**config.mk**
```make
export PLATFORM = sky130hd
export DESIGN_NAME = replay_ctrl_p
export DESIGN_NICKNAME = d
export VERILOG_FILES = /design/src/rtl/replay_ctrl_p.sv
export SDC_FILE = /design/constraint.sdc
export NUM_CORES = 1
export LEC_CHECK = 0
export CAP_MARGIN = 40
export CELL_PAD_IN_SITES_DETAIL_PLACEMENT = 0
export CELL_PAD_IN_SITES_GLOBAL_PLACEMENT = 2
export CORE_AREA = 2 2 87 89
export CTS_CLUSTER_SIZE = 14
export DETAILED_ROUTE_END_ITERATION = 16
export DIE_AREA = 0 0 89 91
export GPL_TIMING_DRIVEN = 0
export PLACE_DENSITY_LB_ADDON = 0.08
export SKIP_CTS_REPAIR_TIMING = 1
export SYNTH_ARGS = -nofsm -noshare
export SYNTH_HDL_FRONTEND = slang
export SYNTH_SLANG_ARGS = --single-unit
```
**constraint.sdc**
```tcl
create_clock -name clk -period 3.4 [get_ports clk]
set_input_delay 0.51 -clock clk [delete_from_list [all_inputs] [get_ports clk]]
set_output_delay 0.51 -clock clk [all_outputs]
set_load 0.01 [all_outputs]
```
**src/rtl/replay_ctrl_p.sv**
```systemverilog
// replay_ctrl_p
// Sequencing controller for the data-link-layer replay buffer.
//   - Writes one TLP as SEGS_PER_TLP consecutive segment strobes.
//   - Forwards an ACK to the FIFO for one cycle.
//   - On a NAK or a timeout, waits for the physical layer to go free and then
//     issues exactly num_to_rep replay read strobes.
//   - Counts consecutive replays. Every REPLAY_LIMIT-th replay without an
//     intervening ACK raises a one-cycle link retrain request.
//
// State table:
//   RESET      | FIFO reset pulse; held one cycle after reset falls
//   IDLE       | sample requests (we_i > ACK > NAK/to_i); rdy_o follows rdy_i
//   WRITE      | one segment strobe per cycle, seg_sel 0..SEGS_PER_TLP-1
//   ACK        | forward ACK for one cycle; clear replay_num
//   REPLAY_REQ | latched NAK/timeout on outputs; bump replay_num or retrain
//   RETRAIN    | one-cycle retrain pulse; clear replay_num; replay still runs
//   WAIT_BUSY  | stall until busy_n; track num_to_rep into count_to
//   REPLAY_RD  | count_to replay strobes with index 0..count_to-1
//
// Ports:
//   clk, reset    clock and synchronous active-high reset
//   we_i          write request (level)
//   acknak_i      01=ACK, 10=NAK, other codes are ignored (level)
//   to_i          replay timer expired (level)
//   busy_n        physical layer free when high
//   rdy_i         FIFO ready
//   num_to_rep    number of entries to replay
//   rst_o         FIFO reset
//   we_o          FIFO write strobe
//   seg_sel       segment select
//   to_o          forwarded timeout
//   acknak_o      forwarded ACK/NAK
//   rdy_o         ready to the transaction layer
//   busy_n_o      low while the controller is busy
//   rep_o         replay read strobe
//   count         write segment / replay index
//   replay_num    consecutive replays since the last ACK
//   retrain_o     link retrain request
module replay_ctrl_p #(
    parameter int SEGS_PER_TLP = 10,
    parameter int CNT_W        = 12,
    parameter int SEL_W        = 4,
    parameter int REPLAY_LIMIT = 4,
    parameter int RN_W         = 2
) (
    input  logic             clk,
    input  logic             reset,
    input  logic             we_i,
    input  logic [1:0]       acknak_i,
    input  logic             to_i,
    input  logic             busy_n,
    input  logic             rdy_i,
    input  logic [CNT_W-1:0] num_to_rep,
    output logic             rst_o,
    output logic             we_o,
    output logic             to_o,
    output logic [1:0]       acknak_o,
    output logic             rdy_o,
    output logic             busy_n_o,
    output logic             rep_o,
    output logic [SEL_W-1:0] seg_sel,
    output logic [CNT_W-1:0] count,
    output logic [RN_W-1:0]  replay_num,
    output logic             retrain_o
);

    typedef enum logic [2:0] {
        S_RESET      = 3'd0,
        S_IDLE       = 3'd1,
        S_WRITE      = 3'd2,
        S_ACK        = 3'd3,
        S_REPLAY_REQ = 3'd4,
        S_RETRAIN    = 3'd5,
        S_WAIT_BUSY  = 3'd6,
        S_REPLAY_RD  = 3'd7
    } state_t;

    localparam logic [CNT_W-1:0] SEG_LAST = CNT_W'(SEGS_PER_TLP - 1);
    localparam logic [RN_W-1:0]  RN_LAST  = RN_W'(REPLAY_LIMIT - 1);

    state_t           state;
    state_t           state_nxt;
    logic [CNT_W-1:0] count_q;
    logic [CNT_W-1:0] count_to;
    logic [RN_W-1:0]  replay_num_q;
    logic             to_lat;
    logic [1:0]       ak_lat;

    logic write_done;
    logic replay_done;
    logic req_ack;
    logic req_replay;

    assign write_done  = (count_q == SEG_LAST);
    assign replay_done = (count_q == count_to - CNT_W'(1));
    assign req_ack     = (acknak_i == 2'b01);
    assign req_replay  = (acknak_i == 2'b10) || to_i;

    // State register
    always_ff @(posedge clk) begin
        if (reset) begin
            state <= S_RESET;
        end else begin
            state <= state_nxt;
        end
    end

    // Next-state logic
    always_comb begin
        state_nxt = S_RESET;
        case (state)
            S_RESET: state_nxt = S_IDLE;
            S_IDLE: begin
                if (we_i)            state_nxt = S_WRITE;
                else if (req_ack)    state_nxt = S_ACK;
                else if (req_replay) state_nxt = S_REPLAY_REQ;
                else                 state_nxt = S_IDLE;
            end
            S_WRITE:      state_nxt = write_done ? S_IDLE : S_WRITE;
            S_ACK:        state_nxt = S_IDLE;
            S_REPLAY_REQ: state_nxt = (replay_num_q == RN_LAST) ? S_RETRAIN : S_WAIT_BUSY;
            S_RETRAIN:    state_nxt = S_WAIT_BUSY;
            S_WAIT_BUSY: begin
                if (!busy_n)                state_nxt = S_WAIT_BUSY;
                else if (num_to_rep != '0)  state_nxt = S_REPLAY_RD;
                else                        state_nxt = S_IDLE;
            end
            S_REPLAY_RD:  state_nxt = replay_done ? S_IDLE : S_REPLAY_RD;
            default:      state_nxt = S_RESET;
        endcase
    end

    // Counters and latches
    always_ff @(posedge clk) begin
        if (reset) begin
            count_q      <= '0;
            count_to     <= '0;
            replay_num_q <= '0;
            to_lat       <= 1'b0;
            ak_lat       <= 2'b00;
        end else begin
            case (state)
                S_IDLE: begin
                    count_q <= '0;
                    // Capture the replay cause on entry so REPLAY_REQ can
                    // present it from a register in its own cycle.
                    if (state_nxt == S_REPLAY_REQ) begin
                        to_lat <= to_i;
                        ak_lat <= (acknak_i == 2'b10) ? 2'b10 : 2'b00;
                    end
                end
                S_WRITE:      count_q <= write_done ? '0 : count_q + CNT_W'(1);
                S_ACK:        replay_num_q <= '0;
                S_REPLAY_REQ: begin
                    if (replay_num_q != RN_LAST) begin
                        replay_num_q <= replay_num_q + RN_W'(1);
                    end
                end
                S_RETRAIN:    replay_num_q <= '0;
                S_WAIT_BUSY: begin
                    count_to <= num_to_rep;
                    count_q  <= '0;
                end
                S_REPLAY_RD:  count_q <= replay_done ? '0 : count_q + CNT_W'(1);
                default:      count_q <= '0;
            endcase
        end
    end

    // Output decode
    always_comb begin
        rst_o     = 1'b0;
        we_o      = 1'b0;
        to_o      = 1'b0;
        acknak_o  = 2'b00;
        rdy_o     = 1'b0;
        busy_n_o  = 1'b0;
        rep_o     = 1'b0;
        seg_sel   = '0;
        retrain_o = 1'b0;
        case (state)
            S_RESET: begin
                rst_o    = 1'b1;
                busy_n_o = 1'b1;
            end
            S_IDLE: begin
                busy_n_o = 1'b1;
                rdy_o    = rdy_i;
            end
            S_WRITE: begin
                we_o     = 1'b1;
                busy_n_o = 1'b1;
                seg_sel  = count_q[SEL_W-1:0];
            end
            S_ACK: begin
                acknak_o = 2'b01;
                busy_n_o = 1'b1;
            end
            S_REPLAY_REQ, S_WAIT_BUSY: begin
                to_o     = to_lat;
                acknak_o = ak_lat;
            end
            S_RETRAIN: begin
                to_o      = to_lat;
                acknak_o  = ak_lat;
                retrain_o = 1'b1;
            end
            S_REPLAY_RD: rep_o = 1'b1;
            default: begin
                rst_o    = 1'b1;
                busy_n_o = 1'b1;
            end
        endcase
    end

    assign count      = count_q;
    assign replay_num = replay_num_q;

endmodule

```
-- Word-level counts from Yosys, hierarchy flattened
Cells that the tools add are included.
- $add $sub $neg: 3
- multiply operators: 0
- divide/modulo/power cells: 0
- magnitude comparators: 0
- equality and inequality tests: 15
- shifts and indexed selects: 0
- muxes and demuxes: 24
- bitwise operators: 0
- reduce and logical (&&, ||, !) cells: 11
- operators by type and width (cell ; number):
    $pmux W12 S3 ; 1
    $mux W12 ; 2
    $pmux W3 S7 ; 1
    $mux W3 ; 6
    $eq A3 B3 Y1 const B ; 5
    $add A12 B1 Y12 const B ; 1
    $eq A12 B12 Y1 ; 1
    $eq A12 B4 Y1 const B ; 1
    $reduce_bool A12 Y1 ; 1
    $sub A12 B1 Y12 const B ; 1
    $mux W2 ; 4
    $pmux W2 S2 ; 2
    $mux W1 ; 7
    $eq A3 B2 Y1 const B ; 2
    $reduce_or A3 Y1 ; 2
    $eq A2 B2 Y1 const B ; 2
    $mux W4 ; 1
    $ne A2 B2 Y1 const B ; 2
    $reduce_and A2 Y1 ; 2
    $reduce_or A2 Y1 ; 2
    $reduce_or A4 Y1 ; 1
    $eq A3 B1 Y1 const B ; 1
    $logic_not A3 Y1 ; 1
    $add A2 B1 Y2 const B ; 1
    3 further kinds ; 3
- bits in registers: 32
- latch bits: 0
- RAM bits: 0
- ROM bits: 0
- input port bits: 20
- output and inout port bits: 27
- logic and storage cells: 59
- memories: 0

-- Depth between registers and ports, before layout
Gate-level depths: netlist of run 1.
- depth in word-level cells: 8
- gate-level depth with buffers: 11
- gate-level depth less buffers: 9

-- Worst setup path before layout of run 1
No wires, ideal clock.
- kind: reg-to-reg
- start: register count_to[0]
- end: register count_q[8], in the netlist count[8]
- setup time: 0.074 ns
- data arrival time: 2.523 ns
- data required time: 3.326 ns
- setup slack: 0.803 ns
- cell stages (with the launch flop): 12
- path buffers: 2
- period minus slack after synthesis: 2.597 ns
- cells stage by stage: dfxtp_1 -> inv_1 -> ha_1 -> or4b_1 -> or4_1 -> a311oi_2 -> a211oi_2 -> a221oi_2 -> buf_6 -> buf_6 -> a21oi_1 -> a31oi_1
- longest elaborated chain between the ends: 4
- ends and longest elaborated chain (item ; RTL line ; text):
    start, declared ; 84 ; logic [CNT_W-1:0] count_to;
    start signal, assigned ; 161 ; count_to <= num_to_rep;
    $sub A12 B1 Y12 ; 95 ; assign replay_done = (count_q == count_to - CNT_W'(1));
    $eq A12 B12 Y1 ; 95 ;
    $mux W12 ; 164 ; S_REPLAY_RD: count_q <= replay_done ? '0 : count_q + CNT_W'(1);
    $pmux W12 S3 ; 142 ; case (state)
    end signal, assigned ; 152 ; S_WRITE: count_q <= write_done ? '0 : count_q + CNT_W'(1);
    end signal, assigned ; 164 ;
    end, declared ; 83 ; logic [CNT_W-1:0] count_q;
Every way passes these cells.
A chain may end at the register's enable or synchronous reset.

-- Worst setup path after layout of run 1
Same ends and word-level chain as after synthesis.

==> impl_results.md, run 1 <==
* Crit-path max FO at 10
* Psw at 0.369 mW
* Footprint of the multi-input gates at 1210 µm²
* Synth top cells by count: dfxtp_1, nand2_1, a21oi_1, nor2_1, and3_1
* # IOs at 47
* Row count at 31
* Syn Nets at 274
* Vias at 1954
* Root buf cell: clkbuf_8
* Clock-pin slew on the worst setup and hold paths at 0.07 ns
* Final worst path period share at 86.8%
* Endpoint class of the critical path: flip-flop
* Total GRT Usage at 15.4%
* Final ANT Viol Nets at 0
* Via density at 4.86
* Slew Limit Fails at 0
* Fraction of layout cells with a size suffix above 1 at 5.61%
* Gr ovfl total at 0
* Status: completed
* Die Wd at 89 µm
* Clk_skew at 0.00257 ns
* Final Hold Vio Count at 0
* CTS Buffer Depth at 2
* CORE AREA at 7140 µm²
* Min Tclk post-route at 2.95 ns
* Fmax achieved at 0.339 GHz
* Max cap viols at 0
* Mapped Avg Cell Area at 7.73 µm²
* Async SR Flop Fraction at 0%
* Switching share of power at 34.2%
* Port Buffers at 46
* Per-cell routed wire length at 14.3 µm
* Main flop type after synthesis: dfxtp_1
* Synth Cell Area at 1930 µm²
* Setup TNS at 0 ns
* Final Net Count at 327
* Area leader, netlist: dfxtp_1
* Die Area at 8100 µm²
* First DRT Iteration DRCs at 78
* Die H at 91 µm
* Global-route wire length before repair at 9820 µm
* R2R setup slack at 0.45 ns
* # H-tree levels at 2
* Detail Placement HPWL at 4400 µm
* Residual DRC at 0
* TritonCTS clock tree: built
* Clock power share at 28.5%
* Num CTS Buffers at 5
* WL final at 5740 µm
* Worst EP arrival at 3.16 ns
* EDFF count, synth at 0
* Pwr dens at 415 nW/µm²
* Required @ worst endpoint at 3.61 ns
* Comb power frac at 32.7%
* Int Pwr at 0.711 mW
* Sequential Power Share at 38.8%
* Pleak at 0.947 nW
* Slew margin rel. at 63.3%
* Yosys warnings at 0
* Synth area leaders: dfxtp_1, a21oi_1, nand2_1, and3_1, nor2_1
* Area grow syn2layout at 34.8%
* Unrepaired setup endpoints after global routing: no
* Initial antenna violation count at 0
* Largest net degree at the start of global routing at 11
* Worst skew pair latency at 0.29 ns
* Final setup viols at 0
* Routability Congestion at 0.726
* Synthesized instance count at 250
* Register area share after synthesis at 32.1%
* Top cell type's share of synthesized area at 32.1%
* Critical Path Start Type: flip-flop
* WS Path Type: reg2reg
* DRT Pass-1 Iters at 7
* VDD IR-drop max at 0.206 mV
* Count of cell types in the netlist at 49
* Layout fillers at 779
* Initial Utilization at 27.1%
* Vias in the first global route at 1937
* Worst Max-Slew Pin Slew at 0.551 ns
* Tot Pwr at 1.08 mW
* Clk sink count at 31
* Register area at 621 µm²
* #FFs+latches synth at 31
* HP Class: reg2reg
* Diode count at 0
state kept, by name (all words and copies together) (netlist names):
name,cells
to_lat,1
ak_lat,1
replay_num,2
count_to,12
count,12
state,3
worst max-delay path, stage by stage, from the launching register on:
cell,delay [ns]
dfxtp_1,0.36
inv_1,0.07
ha_1,0.24
or4b_1,0.50
or4_1,0.47
a311oi_2,0.25
a211oi_2,0.11
a221oi_2,0.31
buf_6,0.19
buf_6,0.15
a21oi_1,0.06
a31oi_1,0.16
routing by layer:
| layer | wire, µm | up-vias | global-route usage (%) |
|---|---|---|---|
| met5 | 0 | - | 0 |
| met4 | 64 | 0 | 4.10 |
| met3 | 172 | 5 | 3.27 |
| met2 | 2670 | 36 | 23.9 |
| met1 | 2840 | 905 | 21.6 |
| li1 | - | 1008 | - |
power by group through the flow:
stage / registers (mW) / logic [mW] / clock network [mW]
finish: 0.419 / 0.353 / 0.308
CTS: 0.420 / 0.358 / 0.319
global route: 0.425 / 0.397 / 0.330
floorplan: 0.421 / 0.219 / 0
detailed placement: 0.428 / 0.355 / 0
global placement: 0.429 / 0.359 / 0
stage by stage:
stage,util [%],cell area (µm²),setup WS (ns),hold WS (ns),std cells
2_1_floorplan,-,1930,0.803,0.449,250
3_3_place_gp,35.3,2520,0.453,0.472,395
3_5_place_dp,35.3,2520,0.427,0.474,395
4_1_cts,36.5,2600,0.405,0.492,402
5_1_grt,36.5,2600,0.187,0.511,402
6_report,36.5,2600,0.449,0.490,402
cell usage in the layout, fill, tap and decap left out, types with 4 or more instances in the layout:
cell / instances
ha_1: 4
nand3_1: 4
a21oi_1: 28
nor3_1: 8
inv_1: 9
and3_1: 14
clkdlybuf4s50_1: 46
xnor2_1: 8
nor2_1: 20
clkbuf_1: 10
xor2_1: 6
nand2_1: 31
nand2b_1: 11
dfxtp_1: 31
nor4_1: 5
or4_1: 4
a31oi_1: 9
clkbuf_8: 6
area by class of cell:
type,count,share of cell area (%)
clock buffer,6,3.17
sequential,31,23.8
multi-input combinational,197,46.6
timing repair buffer,46,17.7
clock inverter,1,0.192
tap,99,4.76
inverter,9,1.30
buffer,13,2.45
path summary, 6_finish.rpt:
| kind | cells past startpoint | to | start |
|---|---|---|---|
| hold reg to reg | 2 | count_to[11] | count_to[11] |
| setup / recovery | 11 | count[8] | count_to[0] |
| setup reg to reg | 11 | count[8] | count_to[0] |
| hold / removal | 2 | count_to[11] | count_to[11] |
cells by family after synthesis:
kind of cell / after synthesis / share of synthesized area [%]
buf+inv: 22 / 5.05
compound gates: 64 / 22.0
flops: 31 / 32.1
xor+xnor: 14 / 6.35
simple gates: 114 / 31.4
fa+ha+maj: 4 / 2.59
mux: 1 / 0.518
Power figures use the tool's default switching activity.
==> inputs of run 2 (changes only) <==
CORE_AREA = 2 2 91 93   (was 2 2 87 89)
DIE_AREA = 0 0 93 95   (was 0 0 89 91)
MAX_ROUTING_LAYER = met4   (was unset)
==> impl_results.md, run 2 (synthesis results as in run 1) <==
* Via density at 4.93 (+1.4%)
* TritonCTS clock tree: built
* WS Path Type: reg2reg
* DRT Pass-1 Iters at 4 (-3)
* CORE AREA at 7930 µm² (+11%)
* Row count at 33 (+6.5%)
* Cell Chain, Critical Path: inv_1 > ha_1 > or4b_1 > or4_1 > a311oi_2 > a211oi_2 > a221oi_2 > buf_6 > buf_6 > a21oi_1 > a31oi_1
* Worst slack, placed at 0.476 ns (+0.0482 ns)
* # H-tree levels at 2 (unchanged)
* Commonest cells after routing, fill and taps aside: clkdlybuf4s50_1, nand2_1, dfxtp_1, a21oi_1, nor2_1
* Setup TNS at 0 ns (unchanged)
* Routability Congestion at 0.705 (-2.8%)
* Final worst path period share at 85.4% (-1.4 points)
* Unrepaired setup endpoints after global routing: no
* Total GRT Usage at 15.1% (-0.36 points)
* Initial Utilization at 24.4% (-2.7 points)
* # IOs at 47 (unchanged)
* Pleak at 0.951 nW (+0.47%)
* Slew margin rel. at 64.3% (+0.98 points)
* Crit-path max FO at 10 (unchanged)
* First DRT Iteration DRCs at 73 (-6.4%)
* Min Tclk post-route at 2.90 ns (-0.0472 ns)
* Placed Cells at 401 (+1.5%)
* Final Hold Vio Count at 0 (unchanged)
* Setup WS post-layout at 0.496 ns (+0.0472 ns)
* Diode count at 0 (unchanged)
* Die Area at 8840 µm² (+9.1%)
* Max cap viols at 0 (unchanged)
* WL final at 5990 µm (+4.4%)
* Num CTS Buffers at 5 (unchanged)
* Buf/Inv on CP at 3 (unchanged)
* Endpoint class of the critical path: flip-flop
* Pwr dens at 421 nW/µm² (+1.4%)
* Residual DRC at 0 (unchanged)
* Port Buffers at 46 (unchanged)
* Clock-pin slew on the worst setup and hold paths at 0.07 ns (about the same)
* Clk sink count at 31 (unchanged)
* Commonest non-fill, non-tap cell in the layout: clkdlybuf4s50_1
* Largest net degree at the start of global routing at 11 (unchanged)
* Highest-delay cell along the critical path: or4b_1
* Initial antenna violation count at 0 (unchanged)
* Clk_skew at 0.00478 ns (+0.00220 ns)
* Final setup viols at 0 (unchanged)
* Area grow syn2layout at 35.8%
* HP Class: reg2reg
* CP most frequent cell: buf_6
* Die Wd at 93 µm (+4.5%)
* Crit path largest cell delay at 0.50 ns (about the same)
* Gr ovfl total at 0 (unchanged)
* Worst skew pair latency at 0.28 ns (about the same)
* Final ANT Viol Nets at 0 (unchanged)
* Final Net Count at 327 (unchanged)
* Worst Max-Slew Pin Slew at 0.536 ns (-0.0148 ns)
* Vias at 2016 (+3.2%)
* VDD IR-drop max at 0.235 mV (+14%)
* Worst EP arrival at 3.12 ns (-0.04 ns)
* Root buf cell: clkbuf_8
* Die H at 95 µm (+4.4%)
* Fraction of layout cells with a size suffix above 1 at 5.59% (-0.018 points)
* Slew Limit Fails at 0 (unchanged)
* Status: completed
* Crit path max-delay family: simple AND/OR/NAND/NOR gates
* Post-route insts no fill at 409 (+1.7%)
* Global-route wire length before repair at 10100 µm (+2.7%)
* Critical Path Start Type: flip-flop
* Layout fillers at 922 (+18%)
* Detail Placement HPWL at 4600 µm (+4.5%)
* CTS Buffer Depth at 2 (unchanged)
* Fmax achieved at 0.344 GHz (+1.6%)
* Per-cell routed wire length at 14.7 µm (+2.6%)
* Vias in the first global route at 1966 (+1.5%)
* Required @ worst endpoint at 3.62 ns (about the same)
-- run 2: cell count changes in the layout (fill, tap and decap cells not counted), sizes merged --
cell | before | now
clkbuf | 16 | 18
clkinv | 1 | 0
-- run 2: tightest hold or removal path, delay by kind of cell (launching register included) --
family,cells,cell delay (ns)
DFF,1,0.32
and+or+nand+nor,1,0.05
AOI/OAI and AO/OA,1,0.05
-- run 2: final cells by class --
type / instances / area [µm²] / share of cell area [%]
multi-input combinational: 197 / 1210 / 46.3
buffer: 13 / 63.8 / 2.43
sequential: 31 / 621 / 23.7
clock buffer: 8 / 100 / 3.81
inverter: 9 / 33.8 / 1.29
timing repair buffer: 46 / 460 / 17.5
tap: 105 / 131 / 5.01
-- run 2: metal layers --
layer  GRT usage (%)  wire, µm  share of wire (%)  up-vias
li1                -         -                  -     1017
met1            19.2      2910                 49      957
met2            24.4      2800                 47       33
met3            3.03       191                3.2        9
met4            4.17        91                1.5        0
met5               -         0                  0        -
-- run 2: metrics by stage --
| step | hold slack, ns | instance area [µm²] | power [mW] | utilization [%] |
|---|---|---|---|---|
| 5_1_grt | 0.507 | 2620 | 1.18 | 33.1 |
| 2_1_floorplan | 0.449 | 1930 | 0.640 | - |
| 3_5_place_dp | 0.463 | 2520 | 0.787 | 31.8 |
| 3_3_place_gp | 0.461 | 2520 | 0.789 | 31.8 |
| 4_1_cts | 0.475 | 2620 | 1.13 | 33.1 |
| 6_report | 0.472 | 2620 | 1.10 | 33.1 |
-- run 2: path summary, 6_finish.rpt --
kind,slack [ns],start,endpoint,cells past startpoint
max,0.50,count_to[0],count[8],11
min,0.47,count_to[11],count_to[11],2
max reg2reg,0.50,count_to[0],count[8],11
min reg2reg,0.47,count_to[11],count_to[11],2
-- run 2: report_power, final --
| part | switching, mW | internal (mW) |
|---|---|---|
| clock network | 0.147 | 0.185 |
| logic | 0.187 | 0.166 |
| registers | 0.0336 | 0.386 |
==> inputs of run 3 (changes only) <==
CTS_BUF_LIST = sky130_fd_sc_hd__clkbuf_8 sky130_fd_sc_hd__clkbuf_16   (was unset)
==> impl_results.md, run 3 (synthesis results as in run 1) <==
* Status: completed
* Global-route wire length before repair at 10100 µm (unchanged)
* Worst Max-Slew Pin Slew at 0.536 ns (+0.00000244 ns)
* Clk sink count at 31 (unchanged)
* Buf/Inv on CP at 3 (unchanged)
* HP Class: reg2reg
* VDD IR-drop max at 0.235 mV (about the same)
* Highest-delay cell along the critical path: or4b_1
* Fin area at 2620 µm² (unchanged)
* Fraction of layout cells with a size suffix above 1 at 5.59% (unchanged)
* WL final at 6000 µm (about the same)
* Commonest non-fill, non-tap cell in the layout: clkdlybuf4s50_1
* Initial Utilization at 24.4% (unchanged)
* Vias at 2016 (unchanged)
* Fmax achieved at 0.344 GHz (about the same)
* Unrepaired setup endpoints after global routing: no
* Clk_skew at 0.00478 ns (unchanged)
* Detail Placement HPWL at 4600 µm (unchanged)
* Final setup viols at 0 (unchanged)
* Final Net Count at 327 (unchanged)
* Slew margin rel. at 64.3% (about the same)
* Hold slack at 0.472 ns (unchanged)
* First DRT Iteration DRCs at 77 (+5.5%)
* Root buf cell: clkbuf_8
* # IOs at 47 (unchanged)
* Pleak at 0.956 nW (+0.44%)
* Endpoint class of the critical path: flip-flop
* WS Path Type: reg2reg
* Critical Path Start Type: flip-flop
* Setup TNS at 0 ns (unchanged)
* CORE AREA at 7930 µm² (unchanged)
* Min Tclk post-route at 2.90 ns (+0.000123 ns)
* Residual DRC at 0 (unchanged)
* Crit Reg-Reg Startpoint: count_to[0]
* TritonCTS clock tree: built
* Row count at 33 (unchanged)
* Crit path largest cell delay at 0.50 ns (about the same)
* Placed Cells at 401 (unchanged)
* Die Area at 8840 µm² (unchanged)
* Slew Limit Fails at 0 (unchanged)
* Vias in the first global route at 1966 (unchanged)
* Placed standard-cell area at 2520 µm² (unchanged)
* Required @ worst endpoint at 3.62 ns (about the same)
* Pwr dens at 420 nW/µm² (-0.26%)
* # H-tree levels at 2 (unchanged)
* Final Hold Vio Count at 0 (unchanged)
* Crit-path max FO at 10 (unchanged)
* Per-cell routed wire length at 14.7 µm (about the same)
* Routability Congestion at 0.705 (unchanged)
* Diode count at 0 (unchanged)
* Via density at 4.93 (unchanged)
* Gr ovfl total at 0 (unchanged)
* Final worst path period share at 85.4% (about the same)
* Num CTS Buffers at 5 (unchanged)
* Worst skew pair latency at 0.28 ns (about the same)
* Final ANT Viol Nets at 0 (unchanged)
* Total GRT Usage at 15.1% (unchanged)
* Largest net degree at the start of global routing at 11 (unchanged)
* DRT Pass-1 Iters at 4 (unchanged)
* Area grow syn2layout at 35.8% (unchanged)
* Initial antenna violation count at 0 (unchanged)
* CTS Buffer Depth at 2 (unchanged)
* Worst Hold Launch: count_to[11]
* Clock-pin slew on the worst setup and hold paths at 0.07 ns (about the same)
* R2R setup slack at 0.50 ns (about the same)
* Port Buffers at 46 (unchanged)
* Die H at 95 µm (unchanged)
* Worst EP arrival at 3.12 ns (about the same)
* Cell Chain, Critical Path: inv_1 > ha_1 > or4b_1 > or4_1 > a311oi_2 > a211oi_2 > a221oi_2 > buf_6 > buf_6 > a21oi_1 > a31oi_1
* Die Wd at 93 µm (unchanged)
* Crit path max-delay family: simple AND/OR/NAND/NOR gates
* Commonest cells after routing, fill and taps aside: clkdlybuf4s50_1, nand2_1, dfxtp_1, a21oi_1, nor2_1
* Post-route insts no fill at 409 (unchanged)
* Max cap viols at 0 (unchanged)
* CP most frequent cell: buf_6
* Start point of the critical path: count_to[0]
-- run 3: cell count changes in the layout (fill, tap and decap cells not counted), sizes merged --
cell / previous run / this run
clkbuf: 18 / 17
inv: 9 / 10
-- run 3: final timing paths --
| path | end | depth (start not counted) |
|---|---|---|
| worst max-delay path | count[8] | 11 |
| worst min-delay path | count_to[11] | 2 |
| worst max register to register | count[8] | 11 |
| worst min register to register | count_to[11] | 2 |
-- run 3: metal layers --
layer	vias up	GRT usage, %	wire length (µm)
li1	1017	-	-
met1	957	19.2	2910
met2	33	24.4	2800
met3	9	3.03	191
met4	0	4.17	91
met5	-	-	0
-- run 3: final cells by class --
type / instances / area (µm²)
Buffer: 13 / 63.8
Clock buffer: 7 / 96.3
Sequential cell: 31 / 621
Timing Repair Buffer: 46 / 460
Tap cell: 105 / 131
Inverter: 9 / 33.8
Clock inverter: 1 / 3.75
Fill cell: 922 / 5300
Multi-Input combinational cell: 197 / 1210
-- run 3: power breakdown --
group | internal, mW | switching, mW
clock | 0.182 | 0.147
sequential | 0.386 | 0.0336
combinational | 0.166 | 0.187
total | 0.734 | 0.367
-- run 3: worst reg2reg max path, cell delays in order (launching register included) --
cell,delay (ns)
dfxtp_1,0.36
inv_1,0.07
ha_1,0.23
or4b_1,0.50
or4_1,0.46
a311oi_2,0.24
a211oi_2,0.10
a221oi_2,0.31
buf_6,0.19
buf_6,0.15
a21oi_1,0.07
a31oi_1,0.15
-- run 3: metrics by stage --
stage | worst slack [ns] | utilization, % | power (mW)
2_1_floorplan | 0.803 | - | 0.640
3_3_place_gp | 0.468 | 31.8 | 0.789
3_5_place_dp | 0.476 | 31.8 | 0.787
4_1_cts | 0.452 | 33.1 | 1.13
5_1_grt | 0.252 | 33.1 | 1.18
6_report | 0.496 | 33.1 | 1.10
==> variant: new RTL, flow settings as in run 1 <==
Encoding of `state_t`: now one-hot (8 bits for 8 states).
--- a/src/rtl/replay_ctrl_p.sv
+++ b/src/rtl/replay_ctrl_p.sv
@@ -65,13 +65,13 @@
 );
 
-    typedef enum logic [2:0] {
-        S_RESET      = 3'd0,
-        S_IDLE       = 3'd1,
-        S_WRITE      = 3'd2,
-        S_ACK        = 3'd3,
-        S_REPLAY_REQ = 3'd4,
-        S_RETRAIN    = 3'd5,
-        S_WAIT_BUSY  = 3'd6,
-        S_REPLAY_RD  = 3'd7
+    typedef enum logic [7:0] {
+        S_RESET      = 8'b00000001,
+        S_IDLE       = 8'b00000010,
+        S_WRITE      = 8'b00000100,
+        S_ACK        = 8'b00001000,
+        S_REPLAY_REQ = 8'b00010000,
+        S_RETRAIN    = 8'b00100000,
+        S_WAIT_BUSY  = 8'b01000000,
+        S_REPLAY_RD  = 8'b10000000
     } state_t;
 
Check against the original RTL: no difference found for any inputs over 10 cycles, from zero or initial values and one cycle with reset high; not proved beyond that.
==> variant against run 1 <==
- non-clock buffer count up 2
- design area up 10%
- sequential cell count up 5
- setup slack worse by 0.19 ns
- register-to-register slack better by 0.48 ns
- routed wire length up 4.8%
- via count up 7.5%
- sequential share of layout area up 1.2 points
- synthesized area up 14%
- critical path depth down 3
- highest routed layer unchanged
Power is not compared: it rests on default switching activity, and its combinational part moved more than twofold at a synthesized area within 25%.
==> variant: results (changes against run 1) <==
[critical_path]
rrSetupSlack_ns = 0.93  ; was 0.45 ns
reg2reg_to = count[10]  ; was count[8]
arrival_ns = 2.63  ; was 3.16 ns
setup.worst_path.end = rst_o  ; was count[8]
startpoint = state[3]  ; was count_to[0]

[worst_hold_path]
hold_start = ak_lat[1]  ; was count_to[11]
min_to = ak_lat[1]  ; was count_to[11]

[outcome]
status = completed  ; unchanged

[placed_design]
dp_hpwl_um = 4660  ; was 4400 µm
dp.cells = 432  ; was 395
placed_area_um2 = 2790  ; was 2520 µm²
dp_slack_ns = 0.368  ; was 0.427 ns
place_congestion = 0.781  ; was 0.726

[grt]
grt_pass1_vias = 2041  ; was 1,937
grtUsageTotal_pct = 16.0  ; was 15.4%

[synth]
ys_seq_area_share_pct = 32.7  ; was 32.1%
synthTopCellsByArea = dfxtp_1, nor2_1, mux2i_1  ; was dfxtp_1, a21oi_1, nand2_1
synth_cell_types = 44  ; was 49
synthCells = 287  ; was 250
async_flop_share_pct = 0  ; unchanged
synth-seq-cells = 36  ; was 31
syn_nets = 311  ; was 274

[timing]
timing.final.crit_share_pct = 92.4  ; was 86.8%
tightest_slew_ns = 0.567  ; was 0.551 ns
finClkSkew_ns = 0.00258  ; was 0.00257 ns
fin_hold_ws_ns = 0.480  ; was 0.490 ns

[final_layout]
postLayoutCoreUtil_pct = 40.3  ; was 36.5%
fillCellCount = 772  ; was 779
clk_share_pct = 3.13  ; was 3.36%
drive_gt1_share_pct = 6.47  ; was 5.61%
final_net_count = 363  ; was 327
multi_input_area_share_pct = 48.1  ; was 46.6%
buf_share_pct = 18.3  ; was 20.1%
buffers = 61  ; was 59
seqCellArea_um2 = 721  ; was 621 µm²

[power]
powerDensity_nw_per_um2 = 311

[routing]
via_per_inst = 4.79  ; was 4.86
wl_um = 6020  ; was 5740 µm
vias = 2101  ; was 1,954
drt_iter0_drc = 84  ; was 78

[clocking]
cts_buffers = 5  ; unchanged

-- variant: changes by cell type after synthesis, sizes merged, moves of 7 or more --
cell,run 1,this run
nand2b,11,4
and3,14,4
nand3,4,18
a21oi,29,12
mux2i,1,14
nor2,20,41
-- variant: cells by family (layout without fill, tap and decap cells) --
kind of cell    count (synthesis)  after routing  synth area share (%)
simple gates                  150            150                  35.7
compound gates                 40             40                  11.2
flops                          36             36                  32.7
buf+inv                        25             78                  4.65
xor+xnor                       18             18                  7.15
mux                            14             14                  6.35
fa+ha+maj                       4              4                  2.27
-- variant: metal layers --
metal,track usage [%],vias to the layer above,share of wire [%]
li1,-,1104,-
met4,4.48,0,0.73
met2,26.2,32,47
met5,0,-,0
met1,21.2,961,49
met3,2.91,4,3.2
-- variant: critical path, stage by stage (launching register included) --
cell             delay, ns
dfxtp_1               0.33
nor2_1                0.24
nand2_1               0.14
nor2_1                0.18
and3_1                0.18
clkbuf_1              0.28
buf_2                 0.38
nor4_1                0.10
clkdlybuf4s50_1       0.51
